[src/rtl/uart_rx_module.sv]
// 8N1 UART receiver feeding a circular byte FIFO that exposes up to N oldest
// bytes per cycle and accepts a multi-byte pop.
`timescale 1ns/1ps
module uart_rx_module #(
  parameter int boadrate = 115200,
  parameter int CLK_FREQ = 50_000_000,
  parameter int DEPTH    = 8,
  parameter int N        = 8
) (
  input  logic                     clk,
  input  logic                     rst,
  input  logic                     rx,
  output logic [N-1:0][7:0]        data_o,
  input  logic [$clog2(N+1)-1:0]   pop,
  output logic [$clog2(N+1)-1:0]   can_pop,
  output logic                     frame_err,
  output logic                     overflow
);

  localparam int BIT_CYC  = CLK_FREQ / boadrate;
  localparam int HALF_CYC = BIT_CYC / 2;
  localparam int CNT_W    = $clog2(BIT_CYC + 1);
  localparam int PW       = $clog2(N + 1);
  localparam int CW       = $clog2(DEPTH + 1);
  localparam int AW       = (DEPTH > 1) ? $clog2(DEPTH) : 1;

  localparam logic [CNT_W-1:0] HALF_LOAD = CNT_W'(HALF_CYC - 1);
  localparam logic [CNT_W-1:0] BIT_LOAD  = CNT_W'(BIT_CYC - 1);
  localparam logic [CNT_W-1:0] CNT_ONE   = CNT_W'(1);
  localparam logic [AW:0]      DEPTH_W   = (AW + 1)'(DEPTH);
  localparam logic [AW-1:0]    LAST_PTR  = AW'(DEPTH - 1);
  localparam logic [AW-1:0]    PTR_ONE   = AW'(1);
  localparam logic [CW-1:0]    DEPTH_C   = CW'(DEPTH);
  localparam logic [CW-1:0]    N_C       = CW'(N);

  typedef enum logic [2:0] {
    IDLE,
    START,
    DATA,
    STOP,
    WAIT_IDLE
  } state_t;

  // ---------------------------------------------------------------- sync
  logic       rx_meta;
  logic       rx_s;
  logic       rx_prev;
  logic [1:0] sync_fill;

  // rx_prev stays 0 until the synchronizer holds real line samples, so a
  // line that is already low when reset drops never looks like a 1->0 edge.
  always_ff @(posedge clk or posedge rst) begin
    if (rst) begin
      rx_meta   <= 1'b1;
      rx_s      <= 1'b1;
      rx_prev   <= 1'b0;
      sync_fill <= 2'b00;
    end else begin
      rx_meta   <= rx;
      rx_s      <= rx_meta;
      sync_fill <= {sync_fill[0], 1'b1};
      rx_prev   <= sync_fill[1] ? rx_s : 1'b0;
    end
  end

  // ---------------------------------------------------------------- fsm
  state_t           state_reg, state_next;
  logic [CNT_W-1:0] cnt_reg, cnt_next;
  logic [2:0]       bit_reg, bit_next;
  logic [7:0]       shift_reg, shift_next;
  logic             wr_en;
  logic             stop_bad;
  logic             expired;

  always_ff @(posedge clk or posedge rst) begin
    if (rst) begin
      state_reg <= IDLE;
      cnt_reg   <= '0;
      bit_reg   <= '0;
      shift_reg <= '0;
    end else begin
      state_reg <= state_next;
      cnt_reg   <= cnt_next;
      bit_reg   <= bit_next;
      shift_reg <= shift_next;
    end
  end

  assign expired = (cnt_reg == '0);

  always_comb begin
    state_next = state_reg;
    cnt_next   = expired ? cnt_reg : cnt_reg - CNT_ONE;
    bit_next   = bit_reg;
    shift_next = shift_reg;
    wr_en      = 1'b0;
    stop_bad   = 1'b0;
    case (state_reg)
      IDLE: begin
        cnt_next = '0;
        if (rx_prev && !rx_s) begin
          state_next = START;
          cnt_next   = HALF_LOAD;
        end
      end
      START: begin
        if (expired) begin
          if (!rx_s) begin
            state_next = DATA;
            cnt_next   = BIT_LOAD;
            bit_next   = '0;
          end else begin
            state_next = IDLE;
            cnt_next   = '0;
          end
        end
      end
      DATA: begin
        if (expired) begin
          shift_next = {rx_s, shift_reg[7:1]};
          cnt_next   = BIT_LOAD;
          if (bit_reg == 3'd7) begin
            state_next = STOP;
          end else begin
            bit_next = bit_reg + 3'd1;
          end
        end
      end
      STOP: begin
        if (expired) begin
          cnt_next = '0;
          if (rx_s) begin
            wr_en      = 1'b1;
            state_next = IDLE;
          end else begin
            stop_bad   = 1'b1;
            state_next = WAIT_IDLE;
          end
        end
      end
      WAIT_IDLE: begin
        cnt_next = '0;
        if (rx_s) begin
          state_next = IDLE;
        end
      end
      default: begin
        state_next = IDLE;
        cnt_next   = '0;
      end
    endcase
  end

  // ---------------------------------------------------------------- fifo
  logic [7:0]    mem [DEPTH];
  logic [AW-1:0] rd_ptr, rd_ptr_next;
  logic [AW-1:0] wr_ptr, wr_ptr_next;
  logic [CW-1:0] count, count_next;
  logic [PW-1:0] eff_pop;
  logic [AW:0]   rd_sum;
  logic          accept;

  always_comb begin
    if (count >= N_C) begin
      can_pop = PW'(N);
    end else begin
      can_pop = PW'(count);
    end
    eff_pop = (pop > can_pop) ? can_pop : pop;
    // Space freed by this cycle's pop is usable by this cycle's write.
    accept  = wr_en && ((count - CW'(eff_pop)) < DEPTH_C);
    rd_sum  = {1'b0, rd_ptr} + (AW + 1)'(eff_pop);
    if (rd_sum >= DEPTH_W) begin
      rd_sum = rd_sum - DEPTH_W;
    end
    rd_ptr_next = rd_sum[AW-1:0];
    wr_ptr_next = wr_ptr;
    if (accept) begin
      wr_ptr_next = (wr_ptr == LAST_PTR) ? '0 : wr_ptr + PTR_ONE;
    end
    count_next = count + CW'(accept) - CW'(eff_pop);
  end

  always_ff @(posedge clk or posedge rst) begin
    if (rst) begin
      rd_ptr    <= '0;
      wr_ptr    <= '0;
      count     <= '0;
      frame_err <= 1'b0;
      overflow  <= 1'b0;
    end else begin
      rd_ptr    <= rd_ptr_next;
      wr_ptr    <= wr_ptr_next;
      count     <= count_next;
      frame_err <= stop_bad;
      overflow  <= wr_en && !accept;
    end
  end

  always_ff @(posedge clk) begin
    if (accept) begin
      mem[wr_ptr] <= shift_reg;
    end
  end

  // Lane k shows the k-th oldest byte; lanes beyond can_pop read as zero.
  generate
    for (genvar gi = 0; gi < N; gi++) begin : g_lane
      logic [AW:0] lane_idx;
      always_comb begin
        lane_idx = {1'b0, rd_ptr} + (AW + 1)'(gi);
        if (lane_idx >= DEPTH_W) begin
          lane_idx = lane_idx - DEPTH_W;
        end
        data_o[gi] = (PW'(gi) < can_pop) ? mem[lane_idx[AW-1:0]] : 8'h00;
      end
    end
  endgenerate

endmodule

[config.mk]
export PLATFORM = sky130hd
export DESIGN_NAME = uart_rx_module
export DESIGN_NICKNAME = d
export VERILOG_FILES = /design/src/rtl/uart_rx_module.sv
export SDC_FILE = /design/constraint.sdc
export NUM_CORES = 1
export LEC_CHECK = 0
export CORE_ASPECT_RATIO = 1.2
export CORE_MARGIN = 8
export CORE_UTILIZATION = 35
export CTS_CLUSTER_DIAMETER = 60
export CTS_CLUSTER_SIZE = 25
export DETAILED_ROUTE_END_ITERATION = 10
export GPL_TIMING_DRIVEN = 0
export SYNTH_ARGS = -nofsm -noshare
export SYNTH_HDL_FRONTEND = slang
export SYNTH_SLANG_ARGS = --single-unit
[constraint.sdc]
create_clock -name clk -period 9.4 [get_ports clk]
set_input_delay 1.41 -clock clk [delete_from_list [all_inputs] [get_ports clk]]
set_output_delay 1.41 -clock clk [all_outputs]
set_load 0.01 [all_outputs]
==> results.txt <==
Vias per cell - 5.52
Setup Fix Bufs, Post-CTS - 0
Synthesis Warnings - 0
Design area - 8230 um2
Avg Cell Area, Syn - 11.9 um2
Top-count cell post-synth - nand2_1
Internal - 1.96 mW
Root buffer cell - clkbuf_16
Detail Route Antenna Nets - 0
Post-DP HPWL - 14600 um
Hold_sp - sync_fill[0]$_DFF_PP0_
Synth Cell Area - 6740 um2
IO buf count - 76
FF-to-FF path depth - 25
Seq cells post-synth - 104
DR pass1 iterations - 5
Crit path DAT - 6.53 ns
Clock power share - 10.3%
Ant diodes - 0
CP Launch Type - input pin
HP Class - register to register
Top cells by area, synth - edfxtp_1, mux4_2, dfrtp_1, nand2_1, a21oi_1
GP Congestion - 0.907
Largest net degree at the start of global routing - 41
First-pass GRT wire length - 29000 um
CP max FO - 10
Register area share after synthesis - 43.4%
Post_cts resized - 0
Setup Skew - 0.0149 ns
Syn_nets - 594
Clock Pin Slew Worst Setup and Hold Paths - 0.07 ns
Initial antenna violation count - 0
Max Freq - 160 MHz
Total die area - 24000 um2
1st-iter DRT viols - 555
FFs w/ async S/R, synth - 38.5%
H-Tree Level Count - 3
FF-to-FF setup slack - 3.65 ns
Period utilization - 66.5%
DIE HEIGHT - 168 um
Status - finished clean
Hold EP - sync_fill[1]$_DFF_PP0_
Power per Cell Area - 430 nW/um2
VDD IR max - 0.000187 V
Total power - 3.54 mW
Critical path endpoint category - register
Routed WL - 18400 um
Row cnt - 55
Max FFs per register - 64
Via count - 5091
Psw - 1.57 mW
GRT Residual Overflow - 0
I/O pin cnt - 77
Unrepaired setup endpoints after global routing - false
Slew Limit Headroom - 8.13%
Clock sinks - 104
Comb pwr share - 72.8%
Top-area cell type share of the netlist area - 28.5%
Post-placement cell count - 906
Most used DFF post-synth - edfxtp_1
Initial Utilization - 35.7%
Maxcap violations - 0
Critical Path RT - 9.68 ns
Worst-Margin Slew - 1.37 ns
Setup TNS - 0 ns
TritonCTS Buffers - 9
Final non-filler cell total - 922
Final Critical Period - 6.25 ns
Synth Instances - 566
Netlist cell types - 57
Cts hold-fix bufs - 0
Residual DRC - 0
Die width - 143 um
Worst Hold Depth - 0
Number of flops mapped to enable cells by yosys - 64
Dpl ws - 2.88 ns
Core Area - 18900 um2
Flop pwr share - 16.9%
Max Buffers Root-to-Sink - 2
Max Slew Vio Count - 0
Final hold vios - 0
Top cells by count, synth - nand2_1, edfxtp_1, mux4_2, a21oi_1, dfrtp_1
Area after DPL - 7930 um2
Final worst slack - 3.15 ns
Worst R2R Start - count[3]$_DFF_PP0_
Post-synth top area cell - edfxtp_1
Endpoints failing setup - 0
Tot GR Track Use - 15.5%
Synth-to-layout area growth - 22.1%
LEAKAGE - 3.10 nW
Worst skew pair latency - 0.35 ns
Net Sw Frac - 44.5%
CTS tree - built
Drt wl/cell - 19.9 um
Setup CP Type - input pin to register
Worst r2r dst - count[3]$_DFF_PP0_
Nets - 689
Layout cell share with drive strength beyond 1 - 20.7%
Vias in the first global route - 5155
## power groups by stage
stage / logic [mW] / registers, mW / clock network [mW]
2_1_floorplan: 1.54 / 0.587 / 0
3_3_place_gp: 2.50 / 0.601 / 0
3_5_place_dp: 2.57 / 0.606 / 0
4_1_cts: 2.58 / 0.597 / 0.374
5_1_grt: 2.77 / 0.606 / 0.394
6_report: 2.57 / 0.599 / 0.364
## layer usage
metal,GRT usage (%),routed length [um],up-vias
li1,-,-,2298
met1,18.8,7470,2546
met2,26.6,9240,214
met3,3.28,1200,33
met4,5.93,473,0
met5,0,0,-
## logic make-up (layout without fill, tap and decap cells)
kind of cell             Yosys count  count (layout)  share of synthesized area (%)
AND/OR/NAND/NOR                  191             191                           13.3
XOR/XNOR                          17              17                           2.21
AO/OA/AOI/OAI                     85              85                           7.34
multiplexers                      92              92                           25.9
adder cells (fa/ha/maj)           21              21                           4.23
flip-flops                       104             104                           43.4
buffers and inverters             55             155                           3.51
other                              1               1                         0.0557
## worst max-delay path, cell delays in order
cell	delay, ns
clkdlybuf4s50_1	0.44
ha_1	0.32
nor2b_1	0.15
o211a_1	0.21
o21ai_0	0.35
nand2_1	0.12
a21boi_0	0.15
ha_1	0.22
inv_1	0.07
fa_1	0.28
nand3b_1	0.11
a22oi_1	0.25
a22oi_1	0.12
a31oi_1	0.85
or2_2	0.30
ha_1	0.21
inv_1	0.06
ha_1	0.27
a21oi_1	0.15
nor2_1	0.05
nor2_1	0.13
xnor2_1	0.17
xnor2_1	0.14
## placed cells by master (no fill, tap or decap), types with 2 or more instances in the layout
master and count:
edfxtp_1 64, or2_2 4, xor2_1 6, a211oi_1 3, nor3b_1 3, mux2i_1 17
buf_2 9, a31oi_1 2, nor3_1 4, a22oi_1 2, ha_1 18, clkdlybuf4s50_1 76
fa_1 3, inv_1 20, nand2_1 106, clkbuf_16 10, mux4_2 64, o21a_1 2
clkbuf_1 17, xnor2_1 11, buf_1 4, nand2b_1 4, mux2_2 8, nor4_2 9
o21ai_0 10, dfstp_2 2, or4_4 2, a21oi_1 56, mux2_4 3, dfrtp_1 38
nor2_1 35, buf_4 11, nor2b_1 7, nand3_1 5
## how the worst max path moves through the flow
stage,cells past startpoint,slack [ns],startpoint,endpoint
2_1_floorplan,20,4.29,pop[1],count[2]$_DFF_PP0_
3_3_place_gp,13,3.10,pop[1],mem[4][3]$_DFFE_PP_
3_5_place_dp,23,2.88,pop[1],count[3]$_DFF_PP0_
4_1_cts,12,3.11,rd_ptr[1]$_DFF_PP0_,data_o[24]
5_1_grt,23,2.75,pop[1],count[3]$_DFF_PP0_
6_report,23,3.15,pop[1],count[3]$_DFF_PP0_
## layout make-up
type / count / area, um2
fillers: 1747 / 10600
clock inverters: 3 / 20.0
clock buffers: 13 / 273
well taps: 256 / 320
multi-input cells: 407 / 3630
repair buffers: 84 / 821
plain buffers: 33 / 154
flip-flops and latches: 104 / 2930
inverters: 22 / 82.6
## stage by stage
step,utilization [%],hold WS [ns]
final,43.6,0.352
after floorplan,-,0.331
after global routing,43.6,0.363
after global placement,41.5,0.332
after CTS,43.6,0.352
after detailed placement,42.1,0.336
Note: power is estimated with default switching activity, not from simulation.
